File: src/rtl/mips_bus_sequencer.sv
// -----------------------------------------------------------------------------
// mips_bus_sequencer
// Multi-cycle MIPS bus sequencer: walks each instruction through
// FETCH -> DECODE -> (MEM) -> WB and drives a single-master waitrequest bus.
// Optional feature: define MIPS_SEQ_STALL_COUNT_EN to add the stall_cycles
// output, which counts bus cycles stretched by bus_waitrequest.
// Bus request outputs, instr, mem_rdata, pc_update, reg_write_strobe and
// active come from registers. ir_write is decoded from the bus handshake so
// that it lines up with the cycle in which the fetch completes.
// -----------------------------------------------------------------------------
module mips_bus_sequencer (
    input  logic        clk,
    input  logic        reset_n,
    input  logic [31:0] pc,
    input  logic        dec_mem_read,
    input  logic        dec_mem_write,
    input  logic [31:0] dec_addr,
    input  logic [31:0] dec_wdata,
    input  logic [3:0]  dec_byteenable,
    input  logic        halt_req,
    output logic [31:0] bus_address,
    output logic        bus_read,
    output logic        bus_write,
    output logic [3:0]  bus_byteenable,
    output logic [31:0] bus_writedata,
    input  logic        bus_waitrequest,
    input  logic [31:0] bus_readdata,
    output logic [31:0] instr,
    output logic [31:0] mem_rdata,
    output logic        ir_write,
    output logic        pc_update,
    output logic        reg_write_strobe,
    output logic        active
`ifdef MIPS_SEQ_STALL_COUNT_EN
    ,
    output logic [31:0] stall_cycles
`endif
);

    localparam logic [2:0] S_FETCH  = 3'd0;
    localparam logic [2:0] S_DECODE = 3'd1;
    localparam logic [2:0] S_MEM    = 3'd2;
    localparam logic [2:0] S_WB     = 3'd3;
    localparam logic [2:0] S_HALTED = 3'd4;

    // Registered state and outputs
    logic [2:0]  r_state;
    logic        r_active;
    logic        r_bus_read;
    logic        r_bus_write;
    logic [31:0] r_bus_address;
    logic [3:0]  r_bus_byteenable;
    logic [31:0] r_bus_writedata;
    logic [31:0] r_instr;
    logic [31:0] r_mem_rdata;
    logic        r_pc_update;
    logic        r_reg_write_strobe;

    // Next-state values
    logic [2:0]  w_state_nx;
    logic        w_active_nx;
    logic        w_bus_read_nx;
    logic        w_bus_write_nx;
    logic [31:0] w_bus_address_nx;
    logic [3:0]  w_bus_byteenable_nx;
    logic [31:0] w_bus_writedata_nx;
    logic [31:0] w_instr_nx;
    logic [31:0] w_mem_rdata_nx;
    logic        w_pc_update_nx;
    logic        w_reg_write_strobe_nx;

    logic        w_pc_aligned;
    logic [31:0] w_mem_addr;
    logic        w_unused_addr_lsb;

    assign w_pc_aligned      = (pc[1:0] == 2'b00);
    assign w_mem_addr        = {dec_addr[31:2], 2'b00};
    // Data accesses are always word aligned; the low address bits are dropped.
    assign w_unused_addr_lsb = ^dec_addr[1:0];

    // Next-state and next-output decode for the instruction sequencer
    always_comb begin
        w_state_nx            = r_state;
        w_active_nx           = r_active;
        w_bus_read_nx         = r_bus_read;
        w_bus_write_nx        = r_bus_write;
        w_bus_address_nx      = r_bus_address;
        w_bus_byteenable_nx   = r_bus_byteenable;
        w_bus_writedata_nx    = r_bus_writedata;
        w_instr_nx            = r_instr;
        w_mem_rdata_nx        = r_mem_rdata;
        w_pc_update_nx        = 1'b0;
        w_reg_write_strobe_nx = 1'b0;

        case (r_state)
            S_FETCH: begin
                if (!r_active) begin
                    // First edge after reset: present the fetch of pc.
                    // A misaligned pc never reaches the bus.
                    w_active_nx         = 1'b1;
                    w_bus_read_nx       = w_pc_aligned;
                    w_bus_address_nx    = w_pc_aligned ? pc : 32'h0000_0000;
                    w_bus_byteenable_nx = w_pc_aligned ? 4'hF : 4'h0;
                    w_bus_writedata_nx  = 32'h0000_0000;
                end else if (!r_bus_read) begin
                    // Fetch was suppressed for a misaligned pc.
                    w_state_nx          = S_HALTED;
                    w_active_nx         = 1'b0;
                    w_bus_read_nx       = 1'b0;
                    w_bus_write_nx      = 1'b0;
                    w_bus_address_nx    = 32'h0000_0000;
                    w_bus_byteenable_nx = 4'h0;
                    w_bus_writedata_nx  = 32'h0000_0000;
                end else if (!bus_waitrequest) begin
                    w_state_nx          = S_DECODE;
                    w_instr_nx          = bus_readdata;
                    w_bus_read_nx       = 1'b0;
                    w_bus_write_nx      = 1'b0;
                    w_bus_address_nx    = 32'h0000_0000;
                    w_bus_byteenable_nx = 4'h0;
                    w_bus_writedata_nx  = 32'h0000_0000;
                end else begin
                    // Slave stalls: hold the request unchanged.
                    w_state_nx = S_FETCH;
                end
            end
            S_DECODE: begin
                if (dec_mem_read) begin
                    // A read wins when read and write are both requested.
                    w_state_nx          = S_MEM;
                    w_bus_read_nx       = 1'b1;
                    w_bus_write_nx      = 1'b0;
                    w_bus_address_nx    = w_mem_addr;
                    w_bus_byteenable_nx = dec_byteenable;
                    w_bus_writedata_nx  = 32'h0000_0000;
                end else if (dec_mem_write) begin
                    w_state_nx          = S_MEM;
                    w_bus_read_nx       = 1'b0;
                    w_bus_write_nx      = 1'b1;
                    w_bus_address_nx    = w_mem_addr;
                    w_bus_byteenable_nx = dec_byteenable;
                    w_bus_writedata_nx  = dec_wdata;
                end else begin
                    w_state_nx            = S_WB;
                    w_pc_update_nx        = 1'b1;
                    w_reg_write_strobe_nx = 1'b1;
                end
            end
            S_MEM: begin
                if (!bus_waitrequest) begin
                    if (r_bus_read) begin
                        w_mem_rdata_nx = bus_readdata;
                    end else begin
                        w_mem_rdata_nx = r_mem_rdata;
                    end
                    w_state_nx            = S_WB;
                    w_pc_update_nx        = 1'b1;
                    w_reg_write_strobe_nx = 1'b1;
                    w_bus_read_nx         = 1'b0;
                    w_bus_write_nx        = 1'b0;
                    w_bus_address_nx      = 32'h0000_0000;
                    w_bus_byteenable_nx   = 4'h0;
                    w_bus_writedata_nx    = 32'h0000_0000;
                end else begin
                    w_state_nx = S_MEM;
                end
            end
            S_WB: begin
                if (halt_req) begin
                    w_state_nx  = S_HALTED;
                    w_active_nx = 1'b0;
                end else begin
                    w_state_nx          = S_FETCH;
                    w_bus_read_nx       = w_pc_aligned;
                    w_bus_write_nx      = 1'b0;
                    w_bus_address_nx    = w_pc_aligned ? pc : 32'h0000_0000;
                    w_bus_byteenable_nx = w_pc_aligned ? 4'hF : 4'h0;
                    w_bus_writedata_nx  = 32'h0000_0000;
                end
            end
            S_HALTED: begin
                // Absorbing until reset: keep the bus idle.
                w_state_nx          = S_HALTED;
                w_active_nx         = 1'b0;
                w_bus_read_nx       = 1'b0;
                w_bus_write_nx      = 1'b0;
                w_bus_address_nx    = 32'h0000_0000;
                w_bus_byteenable_nx = 4'h0;
                w_bus_writedata_nx  = 32'h0000_0000;
            end
            default: begin
                // Corrupted state encoding: park safely.
                w_state_nx          = S_HALTED;
                w_active_nx         = 1'b0;
                w_bus_read_nx       = 1'b0;
                w_bus_write_nx      = 1'b0;
                w_bus_address_nx    = 32'h0000_0000;
                w_bus_byteenable_nx = 4'h0;
                w_bus_writedata_nx  = 32'h0000_0000;
            end
        endcase
    end

    // State and output registers; reset clears everything asynchronously
    always_ff @(posedge clk or negedge reset_n) begin
        if (!reset_n) begin
            r_state            <= S_FETCH;
            r_active           <= 1'b0;
            r_bus_read         <= 1'b0;
            r_bus_write        <= 1'b0;
            r_bus_address      <= 32'h0000_0000;
            r_bus_byteenable   <= 4'h0;
            r_bus_writedata    <= 32'h0000_0000;
            r_instr            <= 32'h0000_0000;
            r_mem_rdata        <= 32'h0000_0000;
            r_pc_update        <= 1'b0;
            r_reg_write_strobe <= 1'b0;
        end else begin
            r_state            <= w_state_nx;
            r_active           <= w_active_nx;
            r_bus_read         <= w_bus_read_nx;
            r_bus_write        <= w_bus_write_nx;
            r_bus_address      <= w_bus_address_nx;
            r_bus_byteenable   <= w_bus_byteenable_nx;
            r_bus_writedata    <= w_bus_writedata_nx;
            r_instr            <= w_instr_nx;
            r_mem_rdata        <= w_mem_rdata_nx;
            r_pc_update        <= w_pc_update_nx;
            r_reg_write_strobe <= w_reg_write_strobe_nx;
        end
    end

    assign bus_read         = r_bus_read;
    assign bus_write        = r_bus_write;
    assign bus_address      = r_bus_address;
    assign bus_byteenable   = r_bus_byteenable;
    assign bus_writedata    = r_bus_writedata;
    assign instr            = r_instr;
    assign mem_rdata        = r_mem_rdata;
    assign pc_update        = r_pc_update;
    assign reg_write_strobe = r_reg_write_strobe;
    assign active           = r_active;
    // The fetch completes in the cycle the slave drops waitrequest.
    assign ir_write         = (r_state == S_FETCH) && r_bus_read && !bus_waitrequest;

`ifdef MIPS_SEQ_STALL_COUNT_EN
    logic [31:0] r_stall_cycles;
    logic        w_stall_s;

    function automatic logic [31:0] sat_inc(input logic [31:0] val);
        if (val == 32'hFFFF_FFFF) begin
            sat_inc = val;
        end else begin
            sat_inc = val + 32'd1;
        end
    endfunction

    assign w_stall_s = (r_state != S_HALTED) && (r_bus_read || r_bus_write) && bus_waitrequest;

    // Saturating count of bus cycles stretched by waitrequest
    always_ff @(posedge clk or negedge reset_n) begin
        if (!reset_n) begin
            r_stall_cycles <= 32'h0000_0000;
        end else if (w_stall_s) begin
            r_stall_cycles <= sat_inc(r_stall_cycles);
        end else begin
            r_stall_cycles <= r_stall_cycles;
        end
    end

    assign stall_cycles = r_stall_cycles;
`endif

endmodule

File: config.mk
export PLATFORM = sky130hd
export DESIGN_NAME = mips_bus_sequencer
export DESIGN_NICKNAME = d
export VERILOG_FILES = /design/src/rtl/mips_bus_sequencer.sv
export SDC_FILE = /design/constraint.sdc
export NUM_CORES = 1
export LEC_CHECK = 0
export BUFFER_PORTS_ARGS = -buffer_cell sky130_fd_sc_hd__buf_4
export CORE_ASPECT_RATIO = 0.5
export CORE_MARGIN = 2
export CORE_UTILIZATION = 45
export CTS_CLUSTER_SIZE = 28
export DETAILED_ROUTE_END_ITERATION = 8
export GPL_TIMING_DRIVEN = 0
export PLACE_DENSITY_LB_ADDON = 0.05
export SETUP_SLACK_MARGIN = 0.02
export SYNTH_ARGS = -nofsm -noshare
export SYNTH_HDL_FRONTEND = slang
export SYNTH_SLANG_ARGS = --single-unit
File: constraint.sdc
create_clock -name clk -period 3.42 [get_ports clk]
set_input_delay 0.855 -clock clk [delete_from_list [all_inputs] [get_ports clk]]
set_output_delay 0.855 -clock clk [all_outputs]
set_load 0.01 [all_outputs]
# Yosys cells after proc, flatten, opt, wreduce, memory -nomap -nowiden
# Cells that the tools add are included.
# Widths: inputs -> output; s select.
[word_totals] ff_bits=139 input_bits=138 output_inout_bits=138
[classes] eq_ne=8 muxes=54 bitwise_logic=2 reduce_logical=12
[op_table] operator="$mux 32" n=13
[op_table] operator="$pmux 32 s4" n=2
[op_table] operator="$mux 4" n=7
[op_table] operator="$mux 1" n=23
[op_table] operator="$pmux 4 s4" n=1
[op_table] operator="$pmux 3 s4" n=1
[op_table] operator="$mux 3" n=3
[op_table] operator="$reduce_and 3->1" n=3
[op_table] operator="$ne 2x2->1 const B" n=4
[op_table] operator="$pmux 1 s4" n=2
[op_table] operator="$eq 3x2->1 const B" n=2
[op_table] operator="$reduce_and 2->1" n=2
[op_table] operator="$reduce_and 4->1" n=1
[op_table] operator="$eq 3x1->1 const B" n=1
[op_table] operator="$logic_not 3->1" n=1
[op_table] operator="$ne 3x3->1 const B" n=1
[op_table] operator="$pmux 1 s3" n=1
[op_table] operator="$logic_and 1x1->1" n=2
[op_table] operator="$logic_not 2->1" n=1
[op_table] operator="$not 1->1" n=2
[op_table] operator="$pmux 1 s2" n=1
[op_table] operator="$reduce_or 2->1" n=1
[op_table] operator="$logic_not 1->1" n=1

# Longest topological paths before layout
[logic_depth] ltp_word=4 mapped_depth=6 ltp_nobuf=4

# Worst setup path after synthesis
# OpenSTA, ideal clock, no wires.
[synth_timing] path_kind="input -> register" start="input port dec_mem_read" end="register r_bus_address[10], in the netlist bus_address[10]" setup_ns=0.126 arrival_time_ns=1.986 path_slack_ns=1.308 stages=5 path_buffers=2 path_cell_list="nor4b_1 -> or3_1 -> clkbuf_1 -> buf_2 -> o2bb2ai_2"
[synth_between] elab_chain_cells=2
[synth_rtl] item="start, declared" line_no="15" text="input logic dec_mem_read,"
[synth_rtl] item="$mux 32 / $ne 3x3->1 (equally long branches)"
[synth_rtl] item="$pmux 32 s4 / $reduce_and 2->1 (equally long branches)"
[synth_rtl] item="end signal, assigned" line_no="223" text="r_bus_address <= w_bus_address_nx;"
[synth_rtl] item="end, declared" line_no="51" text="logic [31:0] r_bus_address;"
# Several ways; a longest one is shown, not always the timed one.
# A chain may end at the register's enable or synchronous reset.

# Worst setup path in the final report
[layout_timing] start="register r_state[1]" end="output port ir_write"
[layout_between] elab_chain_cells=3
[layout_rtl] item="start, declared" line_no="47" text="logic [2:0] r_state;"
[layout_rtl] item="start signal, assigned" line_no="219" text="r_state <= w_state_nx;"
[layout_rtl] item="$logic_not 3->1" line_no="244" text="assign ir_write = (r_state == S_FETCH) && r_bus_read && !bus_waitrequest;"
[layout_rtl] item="$logic_and 1x1->1 (2 in series)" line_no="244"
[layout_rtl] item="end, declared" line_no="30" text="output logic ir_write,"
# No other way between the ends.

==> impl_metrics.tcl <==
set metrics [dict create \
    total_number_of_vias 4481 \
    p_per_area_nw_per_um2 450 \
    worstHoldPathType "input port to async pin" \
    distinct_cell_type_count_of_the_synthesized_netlist 37 \
    syn2layout_area_growth_pct 51.2 \
    core_area_um2 12600 \
    final_cell_mix "sky130_fd_sc_hd__buf_4, sky130_fd_sc_hd__dfrtp_1, sky130_fd_sc_hd__mux2_2" \
    finalSetupTns_ns 0 \
    mappedNetlistNets 527 \
    floorplan.initialDensity 0.457 \
    share_of_post_route_cells_with_drive_strength_above_1 0.603 \
    final_antenna_diode_count 0 \
    setup_viol 0 \
    setup_repair_after_global_routing_missed_its_margin "no" \
    status "complete, no violations" \
    gp_congestion 0.837 \
    grt_max_degree 100 \
    drc_violation_count_after_routing 0 \
    cts_root_buffer "sky130_fd_sc_hd__clkbuf_16" \
    clk-insertion-delay-late_ns 0.42 \
    kind_of_capture_point_of_the_worst_setup_path "primary output" \
    max_cap_viol_count 0 \
    ys_top_cells_by_area "sky130_fd_sc_hd__dfrtp_1, sky130_fd_sc_hd__mux2_2, sky130_fd_sc_hd__o2bb2ai_2, sky130_fd_sc_hd__a22o_1, sky130_fd_sc_hd__a22oi_1" \
    slew_at_the_pin_with_the_worst_max_slew_slack_ns 0.816 \
    ctsHoldBuffers 0 \
    htree_depth 4 \
    clock-skew-final_ns 0.0109 \
    final_hold_viol_count 0 \
    totalPowerFinal_mw 3.90 \
    synth_top_area_frac 0.607 \
    worstPathMaxFanout 10 \
    iteration_0_drc_markers 245 \
    critPathLaunch "r_state[1]$_DFFE_PN0P_" \
    cts.repair.resized 0 \
    synth-compound-area-share 0.206 \
    wire_length_of_the_first_global_routing_pass_mm 24.4 \
    first_global_vias 4555 \
    die_w_um 164 \
    criticalPathCategory "flip-flop to primary output" \
    post_synth_instance_area_um2 5730 \
    wl_per_cell_um 18.0 \
    leading_cell_type_in_the_layout_fill_and_taps_excluded "sky130_fd_sc_hd__buf_4" \
    synth_simple_gate_area_share 0.0299 \
    post-dp-hpwl_mm 11.3 \
    yosysSeqAreaShare 0.607 \
    fraction_of_the_mapped_netlist_area_in_adder_cells 0 \
    timing.final.crit_share 0.718 \
    cts_made_buffers 17 \
    synthMuxAreaShare 0.126 \
    p_leak_nw 4.48 \
    post_drt_via_cell_ratio 5.18 \
    ys_seq_elements 139 \
    layout.nets 820 \
    worst_r2r_path_depth 6 \
    post_route_ant_nets 0 \
    cts-root-to-sink-buffers 2 \
    post_synth_inst_count 389 \
    synth.avg_cell_area_um2 14.7 \
    signal_arrival_time_at_the_worst_endpoint_ns 1.60 \
    grt_remaining_overflow 0 \
    synth_top_family_by_area "compound AO/OA/AOI/OAI gates" \
    chipHeight_um 83.8 \
    number_of_pins_exceeding_their_max_slew_limit_in_the_final_report 0 \
    synth_top_area_cell "sky130_fd_sc_hd__dfrtp_1" \
    full_die_area_um2 13700 \
    irDropWorstVdd_v 0.000354 \
    firstDrtPassIters 5 \
    grt.total_usage 0.230 \
    numClockSinks 139 \
    synth_xor_area_frac 0 \
    post-route-util 0.690 \
    io_buffers 273 \
    row_count 29 \
    drt_wl_total_mm 15.6 \
    cts.repair_timing.setup_buffer_count 0 \
    antenna_found_initial 0 \
    ys_warn_count 0 \
    crit-reg2reg-launch "r_state[0]$_DFFE_PN0P_" \
    pin_count 276 \
    cts.clk_slew.worst_paths_ns 0.06 \
    timing.slew.headroom 0.448 \
    worst_setup_path_start_kind "flip-flop" \
    clock_tree_from_tritoncts "yes" \
    finalWorstPathRequiredPeriod_ns 2.46 \
    max_clock_freq_mhz 407 \
    critPathRequiredTime_ns 2.56 \
]
-- synthesized netlist by cell type (all sizes together) --
cell	number
nor2b	3
clkbuf	6
a22o	32
a32o	5
a21bo	1
nand2	5
o2bb2ai	35
mux2	64
o32ai	1
dfrtp	139
and2	2
inv	2
nand2b	2
and3	1
nand3	1
nor3	2
nor4b	3
buf	26
or3	3
nor2	5
or4b	1
o211a	1
o31ai	1
and3b	1
a21oi	7
o21ai	7
a22oi	30
a2111oi	2
a221oi	1
-- cells by family (layout without fill, tap and decap cells) --
group                  after synthesis  in the layout
AO/OA/AOI/OAI                      123            123
buffers and inverters               34            340
flip-flops                         139            139
multiplexers                        64             64
AND/OR/NAND/NOR                     29             29
-- state kept, by name, summed over array words and instances, names as in the netlist --
signal / count
instr: 32
bus_byteenable: 4
active: 1
r_state: 3
mem_rdata: 32
reg_write_strobe: 1
bus_writedata: 32
bus_write: 1
bus_read: 1
bus_address: 32
-- final timing paths --
kind | end | slack, ns
max | ir_write | 0.96
min in group clk | mem_rdata[6]$_DFFE_PN0P_ | 0.49
max in group asynchronous | bus_byteenable[2]$_DFFE_PN0P_ | 2.26
min reg2reg | mem_rdata[6]$_DFFE_PN0P_ | 0.49
min | mem_rdata[26]$_DFFE_PN0P_ | 0.33
max reg2reg | bus_address[27]$_DFFE_PN0P_ | 1.14
-- report_power, final --
part	internal (mW)	switching, mW	leakage [nW]
registers	1.66	0.00758	1.93
clock network	1.24	0.750	0.306
logic	0.135	0.105	2.24
-- critical path, cell delays in order (launching register included) --
cell and delay [ns]:
sky130_fd_sc_hd__dfrtp_1 0.39, sky130_fd_sc_hd__buf_6 0.14, sky130_fd_sc_hd__nor3_1 0.26, sky130_fd_sc_hd__and3b_1 0.25
sky130_fd_sc_hd__buf_4 0.15
-- through the flow --
step | worst slack [ns] | area, um2 | std cells | hold slack (ns)
2_1_floorplan | 1.31 | 5730 | 389 | 0.522
3_3_place_gp | 0.858 | 7990 | 832 | 0.474
3_5_place_dp | 0.840 | 8030 | 833 | 0.483
4_1_cts | 0.959 | 8660 | 865 | 0.347
5_1_grt | 0.896 | 8660 | 865 | 0.360
6_report | 0.964 | 8660 | 865 | 0.334
-- final cells by class --
cell class	instances	area (um2)
Inverter	2	7.51
Clock buffer	18	429
Buffer	32	174
Timing Repair Buffer	274	2080
Clock inverter	14	210
Fill cell	964	3890
Multi-Input combinational cell	216	2070
Sequential cell	139	3480
Tap cell	170	213
-- routing by layer --
layer / vias to the layer above / global-route usage / wire (um)
met1: 2203 / 0.292 / 6520
met2: 184 / 0.371 / 7490
li1: 2078 / - / -
met5: - / 0 / 0
met4: 0 / 0.0518 / 159
met3: 16 / 0.0934 / 1440
Note: power is estimated with default switching activity, not from simulation.
